**config.mk**
```make
export PLATFORM = sky130hd
export DESIGN_NAME = ram64x8_arbiter_flat
export DESIGN_NICKNAME = d
export VERILOG_FILES = /design/src/rtl/ram64x8_arbiter_if.sv /design/src/rtl/ram64x8_arbiter.sv /design/src/flat_wrapper.sv
export SDC_FILE = /design/constraint.sdc
export NUM_CORES = 1
export LEC_CHECK = 0
export ABC_AREA = 1
export BUFFER_PORTS_ARGS = -buffer_cell sky130_fd_sc_hd__buf_2
export CORE_MARGIN = 5
export CORE_UTILIZATION = 51
export DETAILED_ROUTE_END_ITERATION = 8
export PLACE_DENSITY_LB_ADDON = 0.3
export SLEW_MARGIN = 20
export SYNTH_ARGS = -nofsm -noshare
export SYNTH_HDL_FRONTEND = slang
export SYNTH_SLANG_ARGS = --single-unit
```
**constraint.sdc**
```tcl
create_clock -name clk -period 1.6 [get_ports clk]
set_input_delay 0.48 -clock clk [delete_from_list [all_inputs] [get_ports clk]]
set_output_delay 0.48 -clock clk [all_outputs]
set_load 0.02 [all_outputs]
```
**src/rtl/ram64x8_arbiter_if.sv**
```systemverilog
// Request/grant/read-data signals for two requesters plus the shared RAM port.
// slave is the arbiter's view; master is the requesters-plus-RAM environment.
interface ram64x8_arbiter_if #(
    parameter int ADDR_W = 6,
    parameter int DATA_W = 8
);
    logic              a_req;
    logic              a_we;
    logic [ADDR_W-1:0] a_addr;
    logic [DATA_W-1:0] a_wdata;
    logic              a_gnt;
    logic              a_rvalid;
    logic [DATA_W-1:0] a_rdata;

    logic              b_req;
    logic              b_we;
    logic [ADDR_W-1:0] b_addr;
    logic [DATA_W-1:0] b_wdata;
    logic              b_gnt;
    logic              b_rvalid;
    logic [DATA_W-1:0] b_rdata;

    logic              ram_en;
    logic              ram_we;
    logic [ADDR_W-1:0] ram_addr;
    logic [DATA_W-1:0] ram_wdata;
    logic [DATA_W-1:0] ram_rdata;
    logic              busy;

    modport slave (
        input  a_req, a_we, a_addr, a_wdata,
        output a_gnt, a_rvalid, a_rdata,
        input  b_req, b_we, b_addr, b_wdata,
        output b_gnt, b_rvalid, b_rdata,
        output ram_en, ram_we, ram_addr, ram_wdata,
        input  ram_rdata,
        output busy
    );

    modport master (
        output a_req, a_we, a_addr, a_wdata,
        input  a_gnt, a_rvalid, a_rdata,
        output b_req, b_we, b_addr, b_wdata,
        input  b_gnt, b_rvalid, b_rdata,
        input  ram_en, ram_we, ram_addr, ram_wdata,
        output ram_rdata,
        input  busy
    );
endinterface

```
**src/rtl/ram64x8_arbiter.sv**
```systemverilog
// Two-requester round-robin arbiter sequencing single-port accesses to ram64x8.
// Reads hold en/addr for an extra cycle because the RAM output is bank-gated by them.
module ram64x8_arbiter #(
    parameter int ADDR_W = 6,
    parameter int DATA_W = 8
) (
    input  logic               clk,
    input  logic               rst_n,
    ram64x8_arbiter_if.slave   bus
);
    typedef enum logic [1:0] {IDLE, ACC, HOLD} state_t;

    state_t            state_q, state_d;
    logic              en_q, en_d;
    logic              we_q, we_d;
    logic [ADDR_W-1:0] addr_q, addr_d;
    logic [DATA_W-1:0] wdata_q, wdata_d;
    logic              a_gnt_q, a_gnt_d;
    logic              b_gnt_q, b_gnt_d;
    logic              a_rvalid_q, a_rvalid_d;
    logic              b_rvalid_q, b_rvalid_d;
    logic [DATA_W-1:0] a_rdata_q, a_rdata_d;
    logic [DATA_W-1:0] b_rdata_q, b_rdata_d;
    logic              owner_q, owner_d;   // 1 = B
    logic              last_q, last_d;     // 1 = B won last
    logic              pick_b;

    always_ff @(posedge clk) begin
        if (!rst_n) begin
            state_q    <= IDLE;
            en_q       <= 1'b0;
            we_q       <= 1'b0;
            addr_q     <= '0;
            wdata_q    <= '0;
            a_gnt_q    <= 1'b0;
            b_gnt_q    <= 1'b0;
            a_rvalid_q <= 1'b0;
            b_rvalid_q <= 1'b0;
            a_rdata_q  <= '0;
            b_rdata_q  <= '0;
            owner_q    <= 1'b0;
            last_q     <= 1'b1;
        end else begin
            state_q    <= state_d;
            en_q       <= en_d;
            we_q       <= we_d;
            addr_q     <= addr_d;
            wdata_q    <= wdata_d;
            a_gnt_q    <= a_gnt_d;
            b_gnt_q    <= b_gnt_d;
            a_rvalid_q <= a_rvalid_d;
            b_rvalid_q <= b_rvalid_d;
            a_rdata_q  <= a_rdata_d;
            b_rdata_q  <= b_rdata_d;
            owner_q    <= owner_d;
            last_q     <= last_d;
        end
    end

    always_comb begin
        state_d    = state_q;
        en_d       = 1'b0;
        we_d       = 1'b0;
        addr_d     = addr_q;
        wdata_d    = wdata_q;
        a_gnt_d    = 1'b0;
        b_gnt_d    = 1'b0;
        a_rvalid_d = 1'b0;
        b_rvalid_d = 1'b0;
        a_rdata_d  = a_rdata_q;
        b_rdata_d  = b_rdata_q;
        owner_d    = owner_q;
        last_d     = last_q;
        pick_b     = 1'b0;

        case (state_q)
            IDLE: begin
                if (bus.a_req || bus.b_req) begin
                    // Under contention the requester that did not win last time goes first
                    pick_b  = bus.b_req && (!bus.a_req || !last_q);
                    we_d    = pick_b ? bus.b_we    : bus.a_we;
                    addr_d  = pick_b ? bus.b_addr  : bus.a_addr;
                    wdata_d = pick_b ? bus.b_wdata : bus.a_wdata;
                    en_d    = 1'b1;
                    a_gnt_d = !pick_b;
                    b_gnt_d = pick_b;
                    owner_d = pick_b;
                    last_d  = pick_b;
                    state_d = ACC;
                end
            end
            ACC: begin
                if (we_q) begin
                    state_d = IDLE;
                end else begin
                    en_d    = 1'b1;
                    state_d = HOLD;
                end
            end
            HOLD: begin
                if (owner_q) begin
                    b_rdata_d  = bus.ram_rdata;
                    b_rvalid_d = 1'b1;
                end else begin
                    a_rdata_d  = bus.ram_rdata;
                    a_rvalid_d = 1'b1;
                end
                state_d = IDLE;
            end
            default: state_d = IDLE;
        endcase
    end

    assign bus.ram_en    = en_q;
    assign bus.ram_we    = we_q;
    assign bus.ram_addr  = addr_q;
    assign bus.ram_wdata = wdata_q;
    assign bus.a_gnt     = a_gnt_q;
    assign bus.b_gnt     = b_gnt_q;
    assign bus.a_rvalid  = a_rvalid_q;
    assign bus.b_rvalid  = b_rvalid_q;
    assign bus.a_rdata   = a_rdata_q;
    assign bus.b_rdata   = b_rdata_q;
    assign bus.busy      = (state_q != IDLE);
endmodule

```
**src/flat_wrapper.sv**
```systemverilog
// flat-port wrapper written by rule: the top's interface ports become plain ports
module ram64x8_arbiter_flat 
#(
    parameter int ADDR_W = 6,
    parameter int DATA_W = 8
)
  (clk, rst_n, bus_a_req, bus_a_we, bus_a_addr, bus_a_wdata, bus_a_gnt, bus_a_rvalid, bus_a_rdata, bus_b_req, bus_b_we, bus_b_addr, bus_b_wdata, bus_b_gnt, bus_b_rvalid, bus_b_rdata, bus_ram_en, bus_ram_we, bus_ram_addr, bus_ram_wdata, bus_ram_rdata, bus_busy);
  ram64x8_arbiter_if #(.ADDR_W(ADDR_W), .DATA_W(DATA_W)) bus_i ();
  input  logic clk;
  input  logic rst_n;
  input wire logic [$bits(bus_i.a_req)-1:0] bus_a_req;
  input wire logic [$bits(bus_i.a_we)-1:0] bus_a_we;
  input wire logic [$bits(bus_i.a_addr)-1:0] bus_a_addr;
  input wire logic [$bits(bus_i.a_wdata)-1:0] bus_a_wdata;
  output wire logic [$bits(bus_i.a_gnt)-1:0] bus_a_gnt;
  output wire logic [$bits(bus_i.a_rvalid)-1:0] bus_a_rvalid;
  output wire logic [$bits(bus_i.a_rdata)-1:0] bus_a_rdata;
  input wire logic [$bits(bus_i.b_req)-1:0] bus_b_req;
  input wire logic [$bits(bus_i.b_we)-1:0] bus_b_we;
  input wire logic [$bits(bus_i.b_addr)-1:0] bus_b_addr;
  input wire logic [$bits(bus_i.b_wdata)-1:0] bus_b_wdata;
  output wire logic [$bits(bus_i.b_gnt)-1:0] bus_b_gnt;
  output wire logic [$bits(bus_i.b_rvalid)-1:0] bus_b_rvalid;
  output wire logic [$bits(bus_i.b_rdata)-1:0] bus_b_rdata;
  output wire logic [$bits(bus_i.ram_en)-1:0] bus_ram_en;
  output wire logic [$bits(bus_i.ram_we)-1:0] bus_ram_we;
  output wire logic [$bits(bus_i.ram_addr)-1:0] bus_ram_addr;
  output wire logic [$bits(bus_i.ram_wdata)-1:0] bus_ram_wdata;
  input wire logic [$bits(bus_i.ram_rdata)-1:0] bus_ram_rdata;
  output wire logic [$bits(bus_i.busy)-1:0] bus_busy;
  assign bus_i.a_req = bus_a_req;
  assign bus_i.a_we = bus_a_we;
  assign bus_i.a_addr = bus_a_addr;
  assign bus_i.a_wdata = bus_a_wdata;
  assign bus_a_gnt = bus_i.a_gnt;
  assign bus_a_rvalid = bus_i.a_rvalid;
  assign bus_a_rdata = bus_i.a_rdata;
  assign bus_i.b_req = bus_b_req;
  assign bus_i.b_we = bus_b_we;
  assign bus_i.b_addr = bus_b_addr;
  assign bus_i.b_wdata = bus_b_wdata;
  assign bus_b_gnt = bus_i.b_gnt;
  assign bus_b_rvalid = bus_i.b_rvalid;
  assign bus_b_rdata = bus_i.b_rdata;
  assign bus_ram_en = bus_i.ram_en;
  assign bus_ram_we = bus_i.ram_we;
  assign bus_ram_addr = bus_i.ram_addr;
  assign bus_ram_wdata = bus_i.ram_wdata;
  assign bus_i.ram_rdata = bus_ram_rdata;
  assign bus_busy = bus_i.busy;
  ram64x8_arbiter #(.ADDR_W(ADDR_W), .DATA_W(DATA_W)) u_core (.clk(clk), .rst_n(rst_n), .bus(bus_i));
endmodule
```
-- Yosys cells after proc, flatten, opt, wreduce, memory -nomap -nowiden
Index checks and enable logic that the tools add are counted.
- ROM bits: 0
- bits of input ports: 42
- latch bits: 0
- memories kept: 0
- bits in writable memories: 0
- output and inout port bits: 37
- word-level logic and storage cells: 41
- register bits after elaboration: 40
- reduce and logical (&&, ||, !) cells: 13
- multiplexer cells: 11
- $mul: 0
- equality and inequality tests: 3
- $lt $le $gt $ge: 0
- shift operators: 0
- div/mod/pow operators: 0
- add/subtract/negate cells: 0
- bitwise operators: 1
- operators with widths (cell ; count):
    $mux 8 ; 1
    $reduce_and 2->1 ; 4
    $mux 6 ; 1
    $mux 1 ; 5
    $mux 2 ; 2
    $pmux 2 s2 ; 1
    $logic_not 1->1 ; 3
    $reduce_and 3->1 ; 1
    $eq 2x1->1 const B ; 1
    $eq 2x2->1 const B ; 1
    $logic_not 2->1 ; 1
    $logic_or 1x1->1 ; 2
    $ne 2x1->1 const B ; 1
    $pmux 1 s2 ; 1
    $reduce_bool 2->1 ; 1
    $logic_and 1x1->1 ; 1
    $not 1->1 ; 1

-- Longest topological paths before layout
Gate-level depths: netlist of the first run.
- depth in word-level cells: 4
- gate-level depth with buffers: 7
- depth with buffers taken out: 6

-- Worst setup path before layout of the first run
Ideal clock, no wire load.
- path kind: register to register
- start: reg u_core.state_q[1]
- end: reg u_core.wdata_q[4], in the netlist u_core.bus.ram_wdata[4]
- required time: 1.488 ns
- stages on the path, launching flop included: 8
- arrival time: 1.025 ns
- period minus slack after synthesis: 1.136 ns
- buffers on the path: 1
- setup time: 0.112 ns
- setup slack: 0.464 ns
- cell sequence: dfxtp_1 -> inv_1 -> nand2_1 -> nor2_4 -> buf_6 -> nand2_1 -> nor2_1 -> nor2_1
- cells in the longest elaborated chain, start to end: 2
- RTL lines (item ; line ; text):
    start, declared ; ram64x8_arbiter.sv:13 ; state_t state_q, state_d;
    start signal, assigned ; ram64x8_arbiter.sv:44 ; state_q <= state_d;
    $logic_not 2->1 ; ram64x8_arbiter.sv:76 ; case (state_q)
    $reduce_and 2->1 (no source line) ; - ;
    end signal, assigned ; ram64x8_arbiter.sv:48 ; wdata_q <= wdata_d;
    end, declared ; ram64x8_arbiter.sv:17 ; logic [DATA_W-1:0] wdata_q, wdata_d;
No other way between the ends.
A chain may end at the register's enable or synchronous reset.

-- Worst setup path in the final report of the first run
- start: reg u_core.state_q[0]
- end: out bus_busy
- cells in the longest elaborated chain, start to end: 1
- RTL lines (item ; line ; text):
    $reduce_bool 2->1 ; ram64x8_arbiter.sv:124 ; assign bus.busy = (state_q != IDLE);
    end, declared ; flat_wrapper.sv:30 ; output wire logic [$bits(bus_i.busy)-1:0] bus_busy;
No other way between the ends.

==> qor.csv, run 1 <==
stage,metric,value,unit
status,status,"complete, no violations",
power,pwr dens,992,mW/mm^2
timing,setup TNS,0,ns
yosys,sequential area share after synthesis,43.3,%
timing,FMAX,663,MHz
worst_hold_path,WHS Endpoint,u_core.bus.ram_we$_SDFF_PN0_,
layout,ratio of cells with drive above 1 in the final layout,29.7,%
critical_path,worst r2r src,u_core.state_q[1]$_SDFFE_PN0P_,
die,I/O pin cnt,79,
critical_path,FF-to-FF path depth,7,
worst_hold_path,Hold Crit Class,input pin to flip-flop,
layout,"commonest non-fill, non-tap cells in the layout","buf_2 (77), nand2_1 (73), nor2_1 (51)",
global_routing,largest net degree at the start of global routing,29,
layout,nets,381,
timing,Max Slew Vio Count,0,
detailed_routing,First DRT Iteration DRCs,126,
global_routing,vias in the first global route,1646,
layout,final non-filler cell total,386,
timing,relative slew slack,72.7,%
critical_path,data arrival time of the worst path,1.03,ns
yosys,Synth Warn #,0,
layout,antenna cell count,0,
yosys,Synth cell types,20,
detailed_routing,vias per inst,4.58,
clock_tree,"Clk Latency, worst-skew pair",0.34,ns
timing,final cycle utilization of the critical path,94.2,%
yosys,Post-Syn Area,0.00185,mm^2
clock_tree,clk buf depth,2,
yosys,register bit total from synthesis,40,
global_routing,first-pass GRT wire length,6.77,mm
global_routing,GRT overflow,0,
layout,Final Util,67.7,%
detailed_routing,wire length per cell,10.7,um
power,Max VDD drop,0.531,mV
clock_tree,H-tree depth,2,
critical_path,CP Launch Type,flip-flop,
detailed_routing,remaining routing DRC violations,0,
power,Lkg Pwr,1.26,nW
placed_design,dpl cells,378,
worst_hold_path,Hold Path Cell Cnt,3,
placed_design,IO buf count,78,
die,Die Y,70.2,um
placed_design,RePlAce Congestion,0.791,
critical_path,reg2reg setup slack,0.33,ns
die,die footprint,0.00493,mm^2
critical_path,terminus of the critical flop-to-flop path,u_core.bus.ram_addr[3]$_SDFFE_PN0P_,
placed_design,HPWL after detailed placement,3.16,mm
layout,Syn-to-layout area delta,25.0,%
detailed_routing,TritonRoute pass-1 iters,4,
clock_tree,clock root cell,clkbuf_4,
clock_tree,hold buffers post-CTS,0,
detailed_routing,routed wire length,4.12,mm
timing,Layout Skew,0.0113,ns
timing,min Tclk post-route,1.51,ns
die,FP Rows,21,
die,die width,70.2,um
critical_path,maximum fanout along the worst path,3,
yosys,"Avg Cell Area, Syn",7.06,um^2
timing,Slew @ Worst Pin,0.409,ns
die,Initial Util,54.2,%
clock_tree,CTS Buf Count,5,
global_routing,All-Layer GR Usage,16.7,%
critical_path,Crit. Startpoint,u_core.state_q[0]$_SDFFE_PN0P_,
critical_path,Crit Path Class,flip-flop to primary output,
timing,endpoints failing hold,0,
worst_hold_path,min-delay src,bus_b_we,
critical_path,Crit path required time,1.12,ns
timing,RSZ-0062 raised after global routing,no,
detailed_routing,post-route ant nets,0,
global_routing,number of antenna violations at the first check in global routing,0,
layout,Filler cells,329,
clock_tree,CTS tree,yes,
clock_tree,clock slew at the register clock pins of the worst setup and hold paths,0.12,ns
layout,"commonest non-fill, non-tap cell in the layout",buf_2,
timing,Setup Viol. Count Final,0,
run,max cap viols,0,
yosys,Post-Syn Nets,304,
critical_path,crit path capture type,primary output,
die,Core ar.,0.00342,mm^2
clock_tree,clock sinks,40,
yosys,Mapped Cells,262,
timing,worst hold slack,0.375,ns
detailed_routing,via count,1766,
[synthesized netlist by cell type]
master | instances | area (um^2)
nand2_1 | 74 | 278
nor2_1 | 51 | 191
dfxtp_1 | 40 | 801
inv_1 | 26 | 97.6
nand3_1 | 15 | 75.1
a21oi_1 | 11 | 55.1
a21boi_0 | 8 | 60.1
buf_6 | 8 | 90.1
nand4_1 | 8 | 50.1
a21boi_1 | 6 | 45.0
buf_2 | 5 | 25.0
clkbuf_1 | 2 | 7.51
buf_4 | 1 | 7.51
inv_2 | 1 | 3.75
nand2_2 | 1 | 6.26
nand3_2 | 1 | 10.0
nand3b_1 | 1 | 7.51
nand3b_4 | 1 | 20.0
nor2_4 | 1 | 11.3
o21ai_2 | 1 | 8.76
[how the worst max path moves through the flow]
stage,end,slack [ns],cells past startpoint
final,bus_busy,0.09,3
after global routing,bus_busy,0.02,3
after CTS,bus_busy,0.02,3
after detailed placement,u_core.bus.ram_addr[3]$_SDFFE_PN0P_,0.25,6
after global placement,u_core.bus.ram_wdata[0]$_SDFFE_PN0P_,0.27,6
after floorplan,u_core.bus.ram_wdata[4]$_SDFFE_PN0P_,0.46,7
[stage by stage]
step / total power [mW] / worst slack, ns / instance area (um^2)
after detailed placement: 1.66 / 0.254 / 2230
after global placement: 1.65 / 0.273 / 2230
after global routing: 2.43 / 0.0177 / 2310
after CTS: 2.32 / 0.0152 / 2310
final: 2.30 / 0.0923 / 2310
after floorplan: 1.51 / 0.464 / 1850
[critical path, cell delays in order (launching register included)]
cell and delay (ns):
dfxtp_1 0.38, inv_2 0.05, nand2_2 0.11, buf_4 0.15
[metal layers]
layer | track usage (%) | up-vias | share of wire, %
li1 | - | 966 | -
met1 | 18.9 | 739 | 43
met2 | 29.4 | 56 | 48
met3 | 5.02 | 5 | 8.2
met4 | 5.74 | 0 | 1.2
met5 | 0 | - | 0
[state kept, by name, indices dropped and copies added (netlist names)]
name	flops
u_core.bus.ram_we	1
u_core.bus.ram_wdata	8
u_core.owner_q	1
u_core.last_q	1
u_core.bus.a_gnt	1
u_core.bus.a_rvalid	1
u_core.bus.b_rvalid	1
u_core.bus.b_rdata	8
u_core.bus.ram_en	1
u_core.state_q	2
u_core.bus.b_gnt	1
u_core.bus.ram_addr	6
u_core.bus.a_rdata	8
[where the power goes]
group          total, mW  switching (mW)  leakage, nW  internal (mW)
Combinational      0.526           0.325        0.890          0.201
Clock              0.660           0.334       0.0412          0.326
Sequential          1.11          0.0393        0.328           1.07
Total               2.30           0.698         1.26           1.60
[cells by family (layout without fill, tap and decap cells)]
family,after synthesis,count (layout),share of synthesized area (%)
DFF,40,40,43.3
AOI/OAI and AO/OA,26,26,9.13
and+or+nand+nor,153,153,35.1
buffers and inverters,43,121,12.5
[cell type report]
class	count	area, um^2	share of cell area (%)
sequential	40	801	34.6
multi-input combinational	179	821	35.5
timing repair buffer	86	453	19.6
clock buffer	5	37.5	1.62
tap	46	57.6	2.49
clock inverter	3	42.5	1.84
inverter	27	101	4.38
[timing repair]
item	CTS	global route
buffers inserted	0	0
endpoints found under the setup margin	1	1
gates resized for setup	1	1
Power figures use the tool's default switching activity.
==> inputs of run 2 (changes only) <==
Settings changed: PLACE_DENSITY from default to 0.85, PLACE_DENSITY_LB_ADDON 0.3 to default.
==> qor.csv, run 2 (same netlist as run 1, synthesis figures left out) <==
stage,metric,value,unit
die,I/O pin cnt,79,
timing,final cycle utilization of the critical path,94.9,%
detailed_routing,post-route ant nets,0,
die,Core ar.,0.00342,mm^2
global_routing,All-Layer GR Usage,17.9,%
die,Initial Util,54.2,%
clock_tree,clock root cell,clkbuf_4,
critical_path,Crit Path Class,flip-flop to primary output,
clock_tree,hold buffers post-CTS,0,
critical_path,Slowest Stage Delay on Critical Path,0.38,ns
die,die footprint,0.00493,mm^2
detailed_routing,routed wire length,4.27,mm
global_routing,met1 Resource Use GR,21.9,%
critical_path,Crit path required time,1.12,ns
critical_path,slowest CP cell,dfxtp_1,
clock_tree,clk buf depth,2,
placed_design,RePlAce Congestion,0.836,
timing,FMAX,659,MHz
power,Max VDD drop,0.473,mV
detailed_routing,remaining routing DRC violations,0,
layout,Syn-to-layout area delta,24.3,%
global_routing,met2 Use GR,29.7,%
clock_tree,CTS tree,yes,
critical_path,crit path capture type,primary output,
detailed_routing,vias per inst,4.68,
run,max cap viols,0,
die,die width,70.2,um
critical_path,CP bufs+invs,2,
layout,nets,379,
placed_design,HPWL after detailed placement,3.17,mm
global_routing,first-pass GRT wire length,7.36,mm
timing,Slew @ Worst Pin,0.405,ns
timing,Max Slew Vio Count,0,
global_routing,Top Usage Layer GRT,met2,
global_routing,vias in the first global route,1732,
timing,Setup Viol. Count Final,0,
timing,endpoints failing hold,0,
global_routing,GR Layer Usage met3,6.60,%
clock_tree,H-tree depth,2,
global_routing,number of antenna violations at the first check in global routing,0,
power,Lkg Pwr,1.25,nW
detailed_routing,TritonRoute pass-1 iters,4,
critical_path,"critical path, cell by cell",inv_2 > nand2_2 > buf_2,
timing,setup TNS,0,ns
critical_path,data arrival time of the worst path,1.04,ns
worst_hold_path,Hold Crit Class,input pin to flip-flop,
critical_path,maximum fanout along the worst path,3,
detailed_routing,via count,1796,
timing,min Tclk post-route,1.52,ns
global_routing,GRT overflow,0,
layout,"commonest non-fill, non-tap cell in the layout",buf_2,
layout,"commonest non-fill, non-tap cells in the layout","buf_2 (78), nand2_1 (73), nor2_1 (51)",
placed_design,IO buf count,78,
clock_tree,clock sinks,40,
timing,relative slew slack,73.0,%
critical_path,CP Launch Type,flip-flop,
die,FP Rows,21,
critical_path,critical path's top delay family,flip-flops,
timing,worst hold slack,0.378,ns
clock_tree,CTS Buf Count,5,
placed_design,dpl cells,376,
timing,RSZ-0062 raised after global routing,no,
global_routing,largest net degree at the start of global routing,26,
layout,ratio of cells with drive above 1 in the final layout,29.0,%
power,pwr dens,940,mW/mm^2
timing,Layout Skew,0.00958,ns
layout,final non-filler cell total,384,
status,status,"complete, no violations",
clock_tree,"Clk Latency, worst-skew pair",0.34,ns
detailed_routing,wire length per cell,11.1,um
clock_tree,clock slew at the register clock pins of the worst setup and hold paths,0.11,ns
die,Die Y,70.2,um
detailed_routing,First DRT Iteration DRCs,119,
layout,antenna cell count,0,
run 2: cell types whose count changed in the layout (fill, tap and decap cells not counted), sizes merged:
cell	before	now
clkinv	1	0
clkinvlp	1	0
buf	86	84
clkbuf	5	8
bufinv	1	0
run 2: final timing paths:
check / from / end / slack, ns / cells after the start
setup / recovery: u_core.state_q[0]$_SDFFE_PN0P_ / bus_busy / 0.08 / 3
hold / removal: bus_b_we / u_core.bus.ram_we$_SDFF_PN0_ / 0.38 / 3
setup reg to reg: u_core.owner_q$_SDFFE_PN0P_ / u_core.bus.a_rdata[5]$_SDFFE_PN0P_ / 0.44 / 4
hold reg to reg: u_core.bus.b_rdata[6]$_SDFFE_PN0P_ / u_core.bus.b_rdata[6]$_SDFFE_PN0P_ / 0.47 / 2
run 2: where the power goes:
group	internal, mW	leakage (nW)	switching (mW)	total [mW]
Clock	0.217	0.0326	0.299	0.516
Sequential	1.07	0.329	0.0390	1.11
Combinational	0.206	0.890	0.332	0.538
Total	1.49	1.25	0.670	2.16
run 2: layout make-up:
cell class,instances,area (um^2)
Tap cell,46,57.6
Clock buffer,8,58.8
Multi-Input combinational cell,179,821
Sequential cell,40,802
Timing Repair Buffer,84,460
Inverter,27,101
Fill cell,321,1110
run 2: routing by layer:
| layer | vias up | routed length [um] | part of all wire (%) |
|---|---|---|---|
| li1 | 956 | - | - |
| met1 | 756 | 1830 | 43 |
| met2 | 78 | 1960 | 46 |
| met3 | 6 | 432 | 10 |
| met4 | 0 | 48 | 1.1 |
| met5 | - | 0 | 0 |
run 2: timing repair:
item / CTS / global route
gates resized for setup: 0 / 2
setup buffers: 0 / 0
endpoints found under the setup margin: 0 / 1
run 2: per-stage QoR:
| step | area (um^2) | util (%) | total power [mW] | worst slack (ns) |
|---|---|---|---|---|
| 2_1_floorplan | 1850 | - | 1.51 | 0.464 |
| 3_3_place_gp | 2240 | 65.5 | 1.66 | 0.215 |
| 3_5_place_dp | 2240 | 65.5 | 1.67 | 0.166 |
| 4_1_cts | 2300 | 67.3 | 2.18 | 0.00450 |
| 5_1_grt | 2300 | 67.4 | 2.31 | 0.00435 |
| 6_report | 2300 | 67.4 | 2.16 | 0.0818 |
run 2: worst register-to-register path, delay by kind of cell (launching register included):
family / cells / cell delay, ns
DFF: 1 / 0.57
and+or+nand+nor: 4 / 0.50
==> inputs of run 3 (changes only) <==
==> constraint.sdc (replaced) <==
create_clock -name clk -period 1.6 [get_ports clk]
set_input_delay 0.16 -clock clk [delete_from_list [all_inputs] [get_ports clk]]
set_output_delay 0.16 -clock clk [all_outputs]
set_load 0.02 [all_outputs]
==> qor.csv, run 3 (same netlist as run 1, synthesis figures left out) <==
stage,metric,value,unit
timing,Max Slew Vio Count,0,
worst_hold_path,Hold Crit Class,input pin to flip-flop,
placed_design,dpl cells,374,
die,FP Rows,21,
timing,final cycle utilization of the critical path,82.5,%
die,die width,70.2,um
clock_tree,H-tree depth,2,
critical_path,data arrival time of the worst path,1.16,ns
timing,Layout Skew,0.00637,ns
timing,fin worst setup slack,0.280,ns
layout,final non-filler cell total,382,
power,Lkg Pwr,1.24,nW
placed_design,HPWL after detailed placement,3.18,mm
timing,FMAX,758,MHz
global_routing,largest net degree at the start of global routing,30,
timing,RSZ-0062 raised after global routing,no,
critical_path,CP Launch Type,flip-flop,
clock_tree,clock root cell,clkbuf_4,
die,die footprint,0.00493,mm^2
detailed_routing,remaining routing DRC violations,0,
global_routing,first-pass GRT wire length,7.21,mm
clock_tree,CTS tree,yes,
timing,Slew @ Worst Pin,0.688,ns
layout,"commonest non-fill, non-tap cells in the layout","buf_2 (78), nand2_1 (74), nor2_1 (51)",
clock_tree,clk buf depth,2,
power,pwr dens,995,mW/mm^2
global_routing,vias in the first global route,1702,
critical_path,Crit path required time,1.44,ns
detailed_routing,First DRT Iteration DRCs,109,
clock_tree,clock sinks,40,
detailed_routing,wire length per cell,11.1,um
global_routing,GRT overflow,0,
timing,setup TNS,0,ns
placed_design,"worst slack, placed",0.320,ns
layout,ratio of cells with drive above 1 in the final layout,28.3,%
placed_design,IO buf count,78,
layout,antenna cell count,0,
layout,"commonest non-fill, non-tap cell in the layout",buf_2,
detailed_routing,post-route ant nets,0,
detailed_routing,vias per inst,4.64,
placed_design,RePlAce Congestion,0.795,
die,Initial Util,54.2,%
status,status,"complete, no violations",
clock_tree,CTS Buf Count,5,
clock_tree,clock slew at the register clock pins of the worst setup and hold paths,0.11,ns
layout,Syn-to-layout area delta,22.9,%
critical_path,Crit Path Class,flip-flop to primary output,
critical_path,crit path capture type,primary output,
die,I/O pin cnt,79,
timing,relative slew slack,54.1,%
layout,nets,377,
timing,min Tclk post-route,1.32,ns
timing,Setup Viol. Count Final,0,
detailed_routing,TritonRoute pass-1 iters,4,
die,Core ar.,0.00342,mm^2
run,max cap viols,0,
power,Total Power,2.26,mW
global_routing,number of antenna violations at the first check in global routing,0,
global_routing,All-Layer GR Usage,17.9,%
critical_path,reg2reg setup slack,0.33,ns
critical_path,maximum fanout along the worst path,11,
clock_tree,hold buffers post-CTS,0,
clock_tree,"Clk Latency, worst-skew pair",0.34,ns
detailed_routing,routed wire length,4.25,mm
power,Max VDD drop,0.601,mV
timing,endpoints failing hold,0,
clock_tree,postcts setup bufs,0,
detailed_routing,via count,1771,
die,Die Y,70.2,um
clock_tree,CTS resizes,0,
[run 3: cell count changes in the layout (fill, tap and decap cells not counted)]
cell,delta
dfxtp_1,+1
nand2_1,+1
dfxtp_2,-1
buf_12,-2
clkbuf_1,-1
nand2_2,-1
bufinv_16,+1
clkbuf_8,-1
clkinv_2,+1
[run 3: area by class of cell]
class | count | area, um^2
fillers | 342 | 1140
multi-input cells | 179 | 818
flip-flops and latches | 40 | 801
repair buffers | 82 | 420
inverters | 27 | 101
well taps | 46 | 57.6
clock buffers | 6 | 41.3
clock inverters | 2 | 35.0
[run 3: per-stage QoR]
step,instance area [um^2],hold WS [ns],utilization [%]
4_1_cts,2270,0.0345,66.6
2_1_floorplan,1850,0.295,-
6_report,2270,0.0529,66.6
3_5_place_dp,2200,0.412,64.4
3_3_place_gp,2200,0.411,64.4
5_1_grt,2270,0.0286,66.6
[run 3: critical path: stages, from the launching register on]
cell and delay, ns:
dfxtp_1 0.38, inv_2 0.11, nand2_1 0.14, buf_2 0.19
[run 3: path summary, 6_finish.rpt]
path / from / endpoint / depth (start not counted)
worst max-delay path: u_core.state_q[0]$_SDFFE_PN0P_ / bus_busy / 3
worst min-delay path: bus_b_we / u_core.bus.ram_we$_SDFF_PN0_ / 3
worst max register to register: u_core.state_q[0]$_SDFFE_PN0P_ / u_core.bus.ram_addr[2]$_SDFFE_PN0P_ / 6
worst min register to register: u_core.bus.b_rdata[5]$_SDFFE_PN0P_ / u_core.bus.b_rdata[5]$_SDFFE_PN0P_ / 2
[run 3: power breakdown]
| part | switching [mW] | total, mW | internal [mW] | leakage (nW) |
|---|---|---|---|---|
| clock network | 0.315 | 0.643 | 0.328 | 0.0422 |
| registers | 0.0387 | 1.11 | 1.07 | 0.328 |
| logic | 0.325 | 0.511 | 0.185 | 0.871 |
[run 3: layer usage]
metal	vias to the layer above	GRT usage [%]	routed length [um]
met5	-	0	0
met4	0	4.47	27
met3	4	7.46	442
met2	67	31.3	2020
met1	744	19.8	1760
li1	956	-	-
